File: src/rtl/wrf_frame_gen.sv
// wrf_frame_gen: WR-fabric frame transmitter (fixed header + LFSR payload) with a Wishbone control slave
// Ports: clk_i, rst_n (async, active-high); src_* pipelined 16-bit fabric master;
//        wb_* 32-bit control slave: 0 CTRL, 1 LEN, 2 GAP, 3 SEED, 4 ETYPE, 5 TX_CNT, 6 ERR_CNT
module wrf_frame_gen #(
    parameter logic [47:0] g_dst_mac = 48'hFFFF_FFFF_FFFF,
    parameter logic [47:0] g_src_mac = 48'h0102_0304_0506
) (
    input  logic        clk_i,
    input  logic        rst_n,
    output logic        src_cyc_o,
    output logic        src_stb_o,
    output logic        src_we_o,
    output logic [1:0]  src_adr_o,
    output logic [1:0]  src_sel_o,
    output logic [15:0] src_dat_o,
    input  logic        src_stall_i,
    input  logic        src_ack_i,
    input  logic        src_err_i,
    input  logic        wb_cyc_i,
    input  logic        wb_stb_i,
    input  logic        wb_we_i,
    input  logic [2:0]  wb_adr_i,
    input  logic [31:0] wb_dat_i,
    output logic [31:0] wb_dat_o,
    output logic        wb_ack_o,
    output logic        wb_stall_o
);
    typedef enum logic [2:0] {S_IDLE, S_STATUS, S_HDR, S_PAYLOAD, S_DRAIN, S_GAP} state_t;
    state_t state, state_nx;
    logic en, oneshot, odd, wr, acc, ackd, abort, start, last_hdr, last_pl, gap_done, done;
    logic [10:0] len, len_c;
    logic [15:0] gap, seed, etype, etype_l, lfsr, gcnt, hdr_w;
    logic [9:0] nwords, widx;
    logic [11:0] outst, out_nx;
    logic [31:0] tx_cnt, err_cnt;
    assign wr = wb_cyc_i & wb_stb_i & wb_we_i;
    assign src_cyc_o = state inside {S_STATUS, S_HDR, S_PAYLOAD, S_DRAIN};
    assign src_stb_o = state inside {S_STATUS, S_HDR, S_PAYLOAD};
    assign src_we_o = 1'b1;
    assign src_adr_o = (state == S_STATUS) ? 2'b01 : 2'b00;
    assign acc = src_stb_o & ~src_stall_i;
    // an ack with nothing outstanding is ignored so the counter cannot underflow
    assign ackd = src_cyc_o & src_ack_i & (outst != 12'd0);
    assign out_nx = outst + {11'd0, acc} - {11'd0, ackd};
    assign abort = src_cyc_o & src_err_i;
    assign start = (state == S_IDLE) & (en | oneshot);
    assign len_c = (len < 11'd46) ? 11'd46 : (len > 11'd1500) ? 11'd1500 : len;
    assign last_hdr = (widx == 10'd6);
    assign last_pl = (widx == nwords - 10'd1);
    assign gap_done = ({1'b0, gcnt} + 17'd1) >= {1'b0, gap};
    // decided on the next-cycle outstanding count so cyc falls right after the final ack
    assign done = (state == S_DRAIN) & (out_nx == 12'd0) & ~abort;
    assign wb_stall_o = 1'b0;
    assign hdr_w = (widx[2:0] == 3'd0) ? g_dst_mac[47:32] :
                   (widx[2:0] == 3'd1) ? g_dst_mac[31:16] :
                   (widx[2:0] == 3'd2) ? g_dst_mac[15:0]  :
                   (widx[2:0] == 3'd3) ? g_src_mac[47:32] :
                   (widx[2:0] == 3'd4) ? g_src_mac[31:16] :
                   (widx[2:0] == 3'd5) ? g_src_mac[15:0]  : etype_l;
    assign src_dat_o = (state == S_HDR) ? hdr_w : (state == S_PAYLOAD) ? lfsr : 16'h0000;
    assign src_sel_o = ~src_stb_o ? 2'b00 : ((state == S_PAYLOAD) & last_pl & odd) ? 2'b10 : 2'b11;
    always_comb begin
        state_nx = state;
        if (abort)
            state_nx = S_GAP;
        else
            case (state)
                S_IDLE:    state_nx = start ? S_STATUS : S_IDLE;
                S_STATUS:  state_nx = acc ? S_HDR : S_STATUS;
                S_HDR:     state_nx = (acc & last_hdr) ? S_PAYLOAD : S_HDR;
                S_PAYLOAD: state_nx = (acc & last_pl) ? S_DRAIN : S_PAYLOAD;
                S_DRAIN:   state_nx = done ? S_GAP : S_DRAIN;
                S_GAP:     state_nx = gap_done ? S_IDLE : S_GAP;
                default:   state_nx = S_IDLE;
            endcase
    end
    always_ff @(posedge clk_i or posedge rst_n)
        if (rst_n) state <= S_IDLE;
        else state <= state_nx;
    always_ff @(posedge clk_i or posedge rst_n) begin
        if (rst_n) begin
            en <= 1'b0;
            oneshot <= 1'b0;
            len <= 11'd64;
            gap <= 16'd16;
            seed <= 16'hACE1;
            etype <= 16'h0800;
            etype_l <= 16'h0800;
            lfsr <= 16'hACE1;
            nwords <= 10'd0;
            odd <= 1'b0;
            widx <= 10'd0;
            outst <= 12'd0;
            gcnt <= 16'd0;
            tx_cnt <= 32'd0;
            err_cnt <= 32'd0;
            wb_ack_o <= 1'b0;
            wb_dat_o <= 32'd0;
        end else begin
            wb_ack_o <= wb_cyc_i & wb_stb_i;
            if (wb_cyc_i & wb_stb_i)
                wb_dat_o <= (wb_adr_i == 3'd0) ? {30'd0, oneshot, en} :
                            (wb_adr_i == 3'd1) ? {21'd0, len} :
                            (wb_adr_i == 3'd2) ? {16'd0, gap} :
                            (wb_adr_i == 3'd3) ? {16'd0, seed} :
                            (wb_adr_i == 3'd4) ? {16'd0, etype} :
                            (wb_adr_i == 3'd5) ? tx_cnt :
                            (wb_adr_i == 3'd6) ? err_cnt : 32'd0;
            if (wr & (wb_adr_i == 3'd0)) begin
                en <= wb_dat_i[0];
                oneshot <= wb_dat_i[1];
            end else if (start)
                oneshot <= 1'b0;
            if (wr & (wb_adr_i == 3'd1)) len <= wb_dat_i[10:0];
            if (wr & (wb_adr_i == 3'd2)) gap <= wb_dat_i[15:0];
            if (wr & (wb_adr_i == 3'd3)) seed <= wb_dat_i[15:0];
            if (wr & (wb_adr_i == 3'd4)) etype <= wb_dat_i[15:0];
            if (wr & (wb_adr_i == 3'd5) & wb_dat_i[31]) tx_cnt <= 32'd0;
            else if (done) tx_cnt <= tx_cnt + 32'd1;
            if (wr & (wb_adr_i == 3'd6) & wb_dat_i[31]) err_cnt <= 32'd0;
            else if (abort) err_cnt <= err_cnt + 32'd1;
            // frame parameters are snapshotted so mid-frame register writes apply to the next frame
            if (start) begin
                nwords <= 10'((len_c + 11'd1) >> 1);
                odd <= len_c[0];
                lfsr <= (seed == 16'd0) ? 16'hACE1 : seed;
                etype_l <= etype;
                widx <= 10'd0;
            end else begin
                if (acc) widx <= ((state == S_STATUS) | ((state == S_HDR) & last_hdr)) ? 10'd0 : widx + 10'd1;
                if (acc & (state == S_PAYLOAD)) lfsr <= {lfsr[0] ^ lfsr[2] ^ lfsr[3] ^ lfsr[5], lfsr[15:1]};
            end
            outst <= (src_cyc_o & ~abort) ? out_nx : 12'd0;
            gcnt <= (state == S_GAP) ? gcnt + 16'd1 : 16'd0;
        end
    end
endmodule
File: config.mk
export PLATFORM = sky130hd
export DESIGN_NAME = wrf_frame_gen
export DESIGN_NICKNAME = d
export VERILOG_FILES = /design/src/rtl/wrf_frame_gen.sv
export SDC_FILE = /design/constraint.sdc
export NUM_CORES = 1
export LEC_CHECK = 0
export CAP_MARGIN = 10
export CORE_UTILIZATION = 54
export DETAILED_ROUTE_END_ITERATION = 10
export PLACE_DENSITY = 0.77
export SLEW_MARGIN = 40
export SYNTH_ARGS = -nofsm -noshare
export SYNTH_HDL_FRONTEND = slang
export SYNTH_SLANG_ARGS = --single-unit
export TNS_END_PERCENT = 50
File: constraint.sdc
create_clock -name clk_i -period 8.84 [get_ports clk_i]
set_input_delay 1.768 -clock clk_i [delete_from_list [all_inputs] [get_ports clk_i]]
set_output_delay 1.768 -clock clk_i [all_outputs]
set_load 0.03 [all_outputs]
==> results.json, run 1 <==
{
  "synth_top_flop_cell": "dfrtp_1",
  "synth_cell_type_count": 73,
  "cts_tree": "built",
  "maxCapViolations": 0,
  "ys_warn_count": 0,
  "period_needed_ps": 5370,
  "coreArea_sq_um": 24300,
  "crit_top_cell": "nand3_1",
  "netlist_area_sq_um": 13400,
  "hold_class": "reg -> reg",
  "postCtsSetupRepairBufs": 0,
  "grt.met3_usage": 0.0349,
  "path_class": "reg -> out",
  "finalSetupViolations": 0,
  "chipWidth_microns": 159,
  "cts-root-buf": "clkbuf_16",
  "clk_latency_ps": 540,
  "vias": 11300,
  "tightest_slew_ps": 736,
  "grt_pass1_wl_microns": 57000,
  "multi_input_area_sq_um": 6800,
  "initial_utilization": 0.550,
  "outcome": "finished clean",
  "cts_buffers": 27,
  "critPathTopFamily": "simple AND/OR/NAND/NOR gates",
  "hpwl_microns": 24900,
  "final_nets": 1614,
  "grt_max_degree": 129,
  "grtUsageTotal": 0.279,
  "seq_area_sq_um": 6080,
  "min_period_over_period": 0.607,
  "clk_pin_slew_ps": 60,
  "cts.repair.resized": 0,
  "async_flop_share": 1.00,
  "cp_cell_sequence": "nor3_1, nand3_1, or3b_2, nand3_1, o21ai_0, a2111o_1, nor2_1, a21boi_0, clkdlybuf4s50_1",
  "clockBufferDepth": 3,
  "critPathCaptureType": "primary output",
  "fin_util": 0.633,
  "power.density_nw_per_um2": 264,
  "synthAdderAreaFrac": 0.0417,
  "num_rows": 57,
  "gr-usage-met2": 0.453,
  "critPathMaxStageDelay_ps": 630,
  "yosysSeqAreaShare": 0.455,
  "max_freq_mhz": 186,
  "clock-sinks": 242,
  "htree_num_levels": 1,
  "ys_seq_elements": 242,
  "syn_avg_cell_area_sq_um": 9.06,
  "yosys-mux-area-fraction": 0.0605,
  "place_congestion": 0.884,
  "r2r-end": "tx_cnt[20]",
  "slew_headroom": 0.505,
  "layout_common_cells": "230 x nand2_1, 222 x dfrtp_1, 132 x nor2_1",
  "maxSlewViolCount": 0,
  "critPathRequiredTime_ps": 7070,
  "syn_to_final_growth_pct": 15.1,
  "met1_usage": 0.369,
  "synth_edf_count": 0,
  "die_y_microns": 159,
  "power_mw": 4.07,
  "grt_most_used_layer": "met2",
  "antenna_found_initial": 1,
  "drtPass1Iterations": 5,
  "grt_pass1_vias": 11100,
  "final_common_cell": "nand2_1",
  "hold_ws_ps": 472,
  "wirelength_microns": 35300,
  "overflow": 0,
  "synth_simple_gate_area_frac": 0.210,
  "die_area_sq_um": 25400,
  "final_antenna_net_count": 0,
  "n_antenna_cell": 0,
  "drt-wirelength-per-cell_microns": 18.9,
  "hold_buffers": 0,
  "cp-endpoint": "src_sel_o[0]",
  "port_buffers": 81,
  "vias_per_cell": 6.02,
  "syn_inst": 1475,
  "crit_cells": 9,
  "ir_drop_mv": 0.154,
  "rr_worst_depth": 15,
  "synth_xor_xnor_area_share": 0.0523,
  "drc": 0,
  "cp_slowest_cell": "clkdlybuf4s50_1",
  "critPathLaunch": "nwords[2]",
  "cp.arrival_ps": 3600,
  "regToRegStartpoint": "state[2]",
  "rsz0062_at_grt": "false",
  "worstSetupStartpointType": "register",
  "worst-path-max-fanout": 6,
  "p_leak_nw": 6.72,
  "fin_skew_ps": 25.8,
  "fillCellCount": 1995,
  "hold_viol": 0,
  "design.portCount": 100,
  "synth_top_family_by_area": "simple AND/OR/NAND/NOR gates",
  "timing.critical_path.buf_inv": 1,
  "setup_tns_ps": 0,
  "reg2reg_slack_ps": 3980,
  "drtIter0Drc": 976,
  "layout-drive-gt1-share": 0.100,
  "synth-compound-area-share": 0.141
}
[worst min-delay path by stage]
stage / start / slack, ps / cells after the start / to
2_1_floorplan: etype[11] / 440 / 2 / etype_l[11]
3_3_place_gp: etype_l[11] / 450 / 2 / etype_l[11]
6_report: wb_dat_o[29] / 470 / 2 / wb_dat_o[29]
5_1_grt: wb_dat_o[10] / 490 / 1 / wb_dat_o[10]
4_1_cts: etype_l[11] / 480 / 2 / etype_l[11]
3_5_place_dp: etype_l[4] / 470 / 2 / etype_l[4]
[sequential cells by signal, indices dropped and copies added, names as in the netlist, 3 cells and up]
signal    cells
err_cnt      32
tx_cnt       32
wb_dat_o     32
etype        16
etype_l      16
gap          16
gcnt         16
lfsr         16
seed         16
outst        12
len          11
nwords       10
widx         10
state         3
[through the flow]
stage	cell area, sq um	std cells	setup slack [ps]
2_1_floorplan	13400	1476	460
3_3_place_gp	14400	1820	2790
3_5_place_dp	14500	1820	2740
4_1_cts	15400	1870	3260
5_1_grt	15400	1872	3330
6_report	15400	1872	3470
[report_power, final]
group / switching, mW / internal, mW
clock: 0.452 / 0.709
sequential: 0.241 / 1.34
combinational: 0.772 / 0.550
[synthesized netlist by cell type, types with 34 or more instances]
library cell / n / share of area
inv_1: 55 / 0.015
nor2_1: 133 / 0.037
clkbuf_1: 70 / 0.020
o21ai_0: 103 / 0.039
xor2_1: 34 / 0.022
dfrtp_1: 222 / 0.42
xnor2_1: 44 / 0.029
mux2_2: 50 / 0.042
nand2_1: 230 / 0.065
a21oi_1: 74 / 0.028
ha_1: 43 / 0.040
nand3_1: 42 / 0.016
[worst reg2reg max path, cell delays in order, from the launching register on]
cell	delay [ps]
dfrtp_1	500
or3_1	540
and2_1	250
o311a_1	150
ha_1	270
inv_1	40
ha_1	210
fa_1	430
a211o_1	290
a311oi_1	290
o21bai_1	110
xnor2_1	270
nand3_1	120
or4_4	620
or4_1	540
a21oi_1	170
[per-layer routing]
layer	vias to the layer above	routed length (microns)
li1	5282	-
met1	5512	14900
met2	362	16700
met3	109	1910
met4	0	1760
met5	-	0
[cells by family (layout without fill, tap and decap cells)]
group | Yosys count | count (layout)
AND/OR/NAND/NOR | 593 | 593
AO/OA/AOI/OAI | 308 | 308
flip-flops | 242 | 242
buffers and inverters | 135 | 207
XOR/XNOR | 79 | 79
multiplexers | 72 | 72
adder cells (fa/ha/maj) | 44 | 44
other | 2 | 3
[area by class of cell]
class | instances | share of cell area
clock inverter | 8 | 0.00788
sequential | 242 | 0.395
tap | 324 | 0.0263
multi-input combinational | 1099 | 0.442
clock buffer | 42 | 0.0521
inverter | 55 | 0.0142
timing repair buffer | 102 | 0.0628
No activity file was read; power rests on OpenSTA's default activity.
==> run 2, diff against run 1 <==
- CORE_UTILIZATION: 54 -> 59
- PLACE_DENSITY: 0.77 -> 0.8
- clock period: 8.84 -> 5.4 ns (I/O delays scaled with it)
==> results.json, run 2 (synthesis gave the netlist of run 1 again) <==
{
  "outcome": "finished clean",
  "path_class": "reg -> reg",
  "clock-sinks": 242,
  "drt-wirelength-per-cell_microns": 19.1,
  "cts.repair.resized": 0,
  "period_needed_ps": 4830,
  "grt_pass1_wl_microns": 56500,
  "overflow": 0,
  "fin_util": 0.697,
  "cp_slowest_cell": "or4_4",
  "final_antenna_net_count": 0,
  "maxSlewViolCount": 0,
  "syn_to_final_growth_pct": 14.8,
  "p_sw_mw": 2.39,
  "cp_cell_sequence": "or3_1, and2_1, o311a_1, ha_1, inv_1, ha_1, fa_1, a211o_1, a311oi_1, o21bai_1, xnor2_1, nand3_1, or4_4, or4_1, a21oi_1",
  "p_clk_frac": 0.276,
  "rsz0062_at_grt": "false",
  "htree_num_levels": 1,
  "min_period_over_period": 0.894,
  "hold_viol": 0,
  "reg.largest.list": "err_cnt: 32 flops, tx_cnt: 32 flops, wb_dat_o: 32 flops",
  "die_y_microns": 153,
  "clk_pin_slew_ps": 60,
  "grt_max_degree": 117,
  "worst-path-max-fanout": 20,
  "drtPass1Iterations": 7,
  "p_int_mw": 4.18,
  "power.share.switching": 0.364,
  "p_leak_nw": 6.72,
  "die_area_sq_um": 23300,
  "cts_tree": "built",
  "critPathMaxStageDelay_ps": 620,
  "layout_common_cells": "230 x nand2_1, 222 x dfrtp_1, 132 x nor2_1",
  "tightest_slew_ps": 777,
  "cts-root-buf": "clkbuf_16",
  "antenna_found_initial": 0,
  "wirelength_microns": 34900,
  "final_common_cell": "nand2_1",
  "clk_latency_ps": 540,
  "slew_headroom": 0.478,
  "final_nets": 1613,
  "crit_top_cell": "ha_1",
  "coreArea_sq_um": 22000,
  "n_antenna_cell": 0,
  "num_rows": 54,
  "design.portCount": 100,
  "postCtsSetupRepairBufs": 0,
  "timing.critical_path.buf_inv": 1,
  "finalSetupViolations": 0,
  "chipWidth_microns": 153,
  "layout-drive-gt1-share": 0.0997,
  "hpwl_microns": 24600,
  "power.density_nw_per_um2": 428,
  "grt_pass1_vias": 10700,
  "drtIter0Drc": 980,
  "hold_buffers": 0,
  "grtUsageTotal": 0.304,
  "cts_buffers": 26,
  "worstSetupStartpointType": "register",
  "cp.arrival_ps": 5280,
  "critPathRequiredTime_ps": 5850,
  "setup_tns_ps": 0,
  "drc": 0,
  "power_mw": 6.58,
  "critPathCaptureType": "register",
  "max_freq_mhz": 207,
  "maxCapViolations": 0,
  "place_congestion": 0.927,
  "clockBufferDepth": 3,
  "port_buffers": 81,
  "hold_class": "reg -> reg",
  "seq_power_share": 0.394,
  "ir_drop_mv": 0.319,
  "hold_ws_ps": 465,
  "vias_per_cell": 6.16,
  "vias": 11200,
  "initial_utilization": 0.607,
  "fin_skew_ps": 16.0,
  "critPathTopFamily": "simple AND/OR/NAND/NOR gates",
  "p_comb_frac": 0.331
}
run 2: changes by cell type in the layout (fill, tap and decap cells not counted), sizes merged:
cell / previous run / this run
clkbuf: 42 / 39
inv: 56 / 55
bufinv: 3 / 2
clkinv: 3 / 5
run 2: final timing paths:
check                         endpoint         from  slack (ps)  depth (start not counted)
max in group asynchronous      widx[9]        rst_n        3580                          4
min in group asynchronous    etype[14]        rst_n         960                          3
max                         tx_cnt[28]     state[2]         570                         15
max reg2reg                 tx_cnt[28]     state[2]         570                         15
min                        etype_l[11]  etype_l[11]         460                          2
min reg2reg                etype_l[11]  etype_l[11]         460                          2
run 2: power groups by stage:
stage	clock network, mW	logic [mW]	registers, mW
after floorplan	0	1.63	2.47
after global placement	0	2.05	2.59
after detailed placement	0	2.13	2.60
after CTS	1.83	2.16	2.58
after global routing	1.91	2.41	2.63
final	1.81	2.17	2.59
run 2: cell type report:
class,instances,area [sq um]
fill,1696,6680
multi-input combinational,1099,6800
tap,280,350
sequential,242,6080
timing repair buffer,102,1030
clock buffer,39,769
inverter,55,210
clock inverter,8,105
run 2: per-stage QoR:
| stage | std cells | worst slack, ps | instance area [sq um] |
|---|---|---|---|
| global placement | 1775 | 427 | 14400 |
| detailed placement | 1777 | 317 | 14500 |
| finish | 1825 | 570 | 15400 |
| global route | 1825 | 316 | 15400 |
| floorplan | 1476 | 912 | 13400 |
| CTS | 1824 | 598 | 15300 |
run 2: layer usage:
layer	up-vias	track usage	wire, microns
met5	-	0	0
met4	0	0.139	1670
met3	93	0.0395	2050
met2	417	0.486	16500
met1	5474	0.415	14800
li1	5261	-	-
run 2: worst min-delay path, stage by stage, from the launching register on:
cell and delay [ps]:
dfstp_2 370, nand2_1 50, nand2_1 50
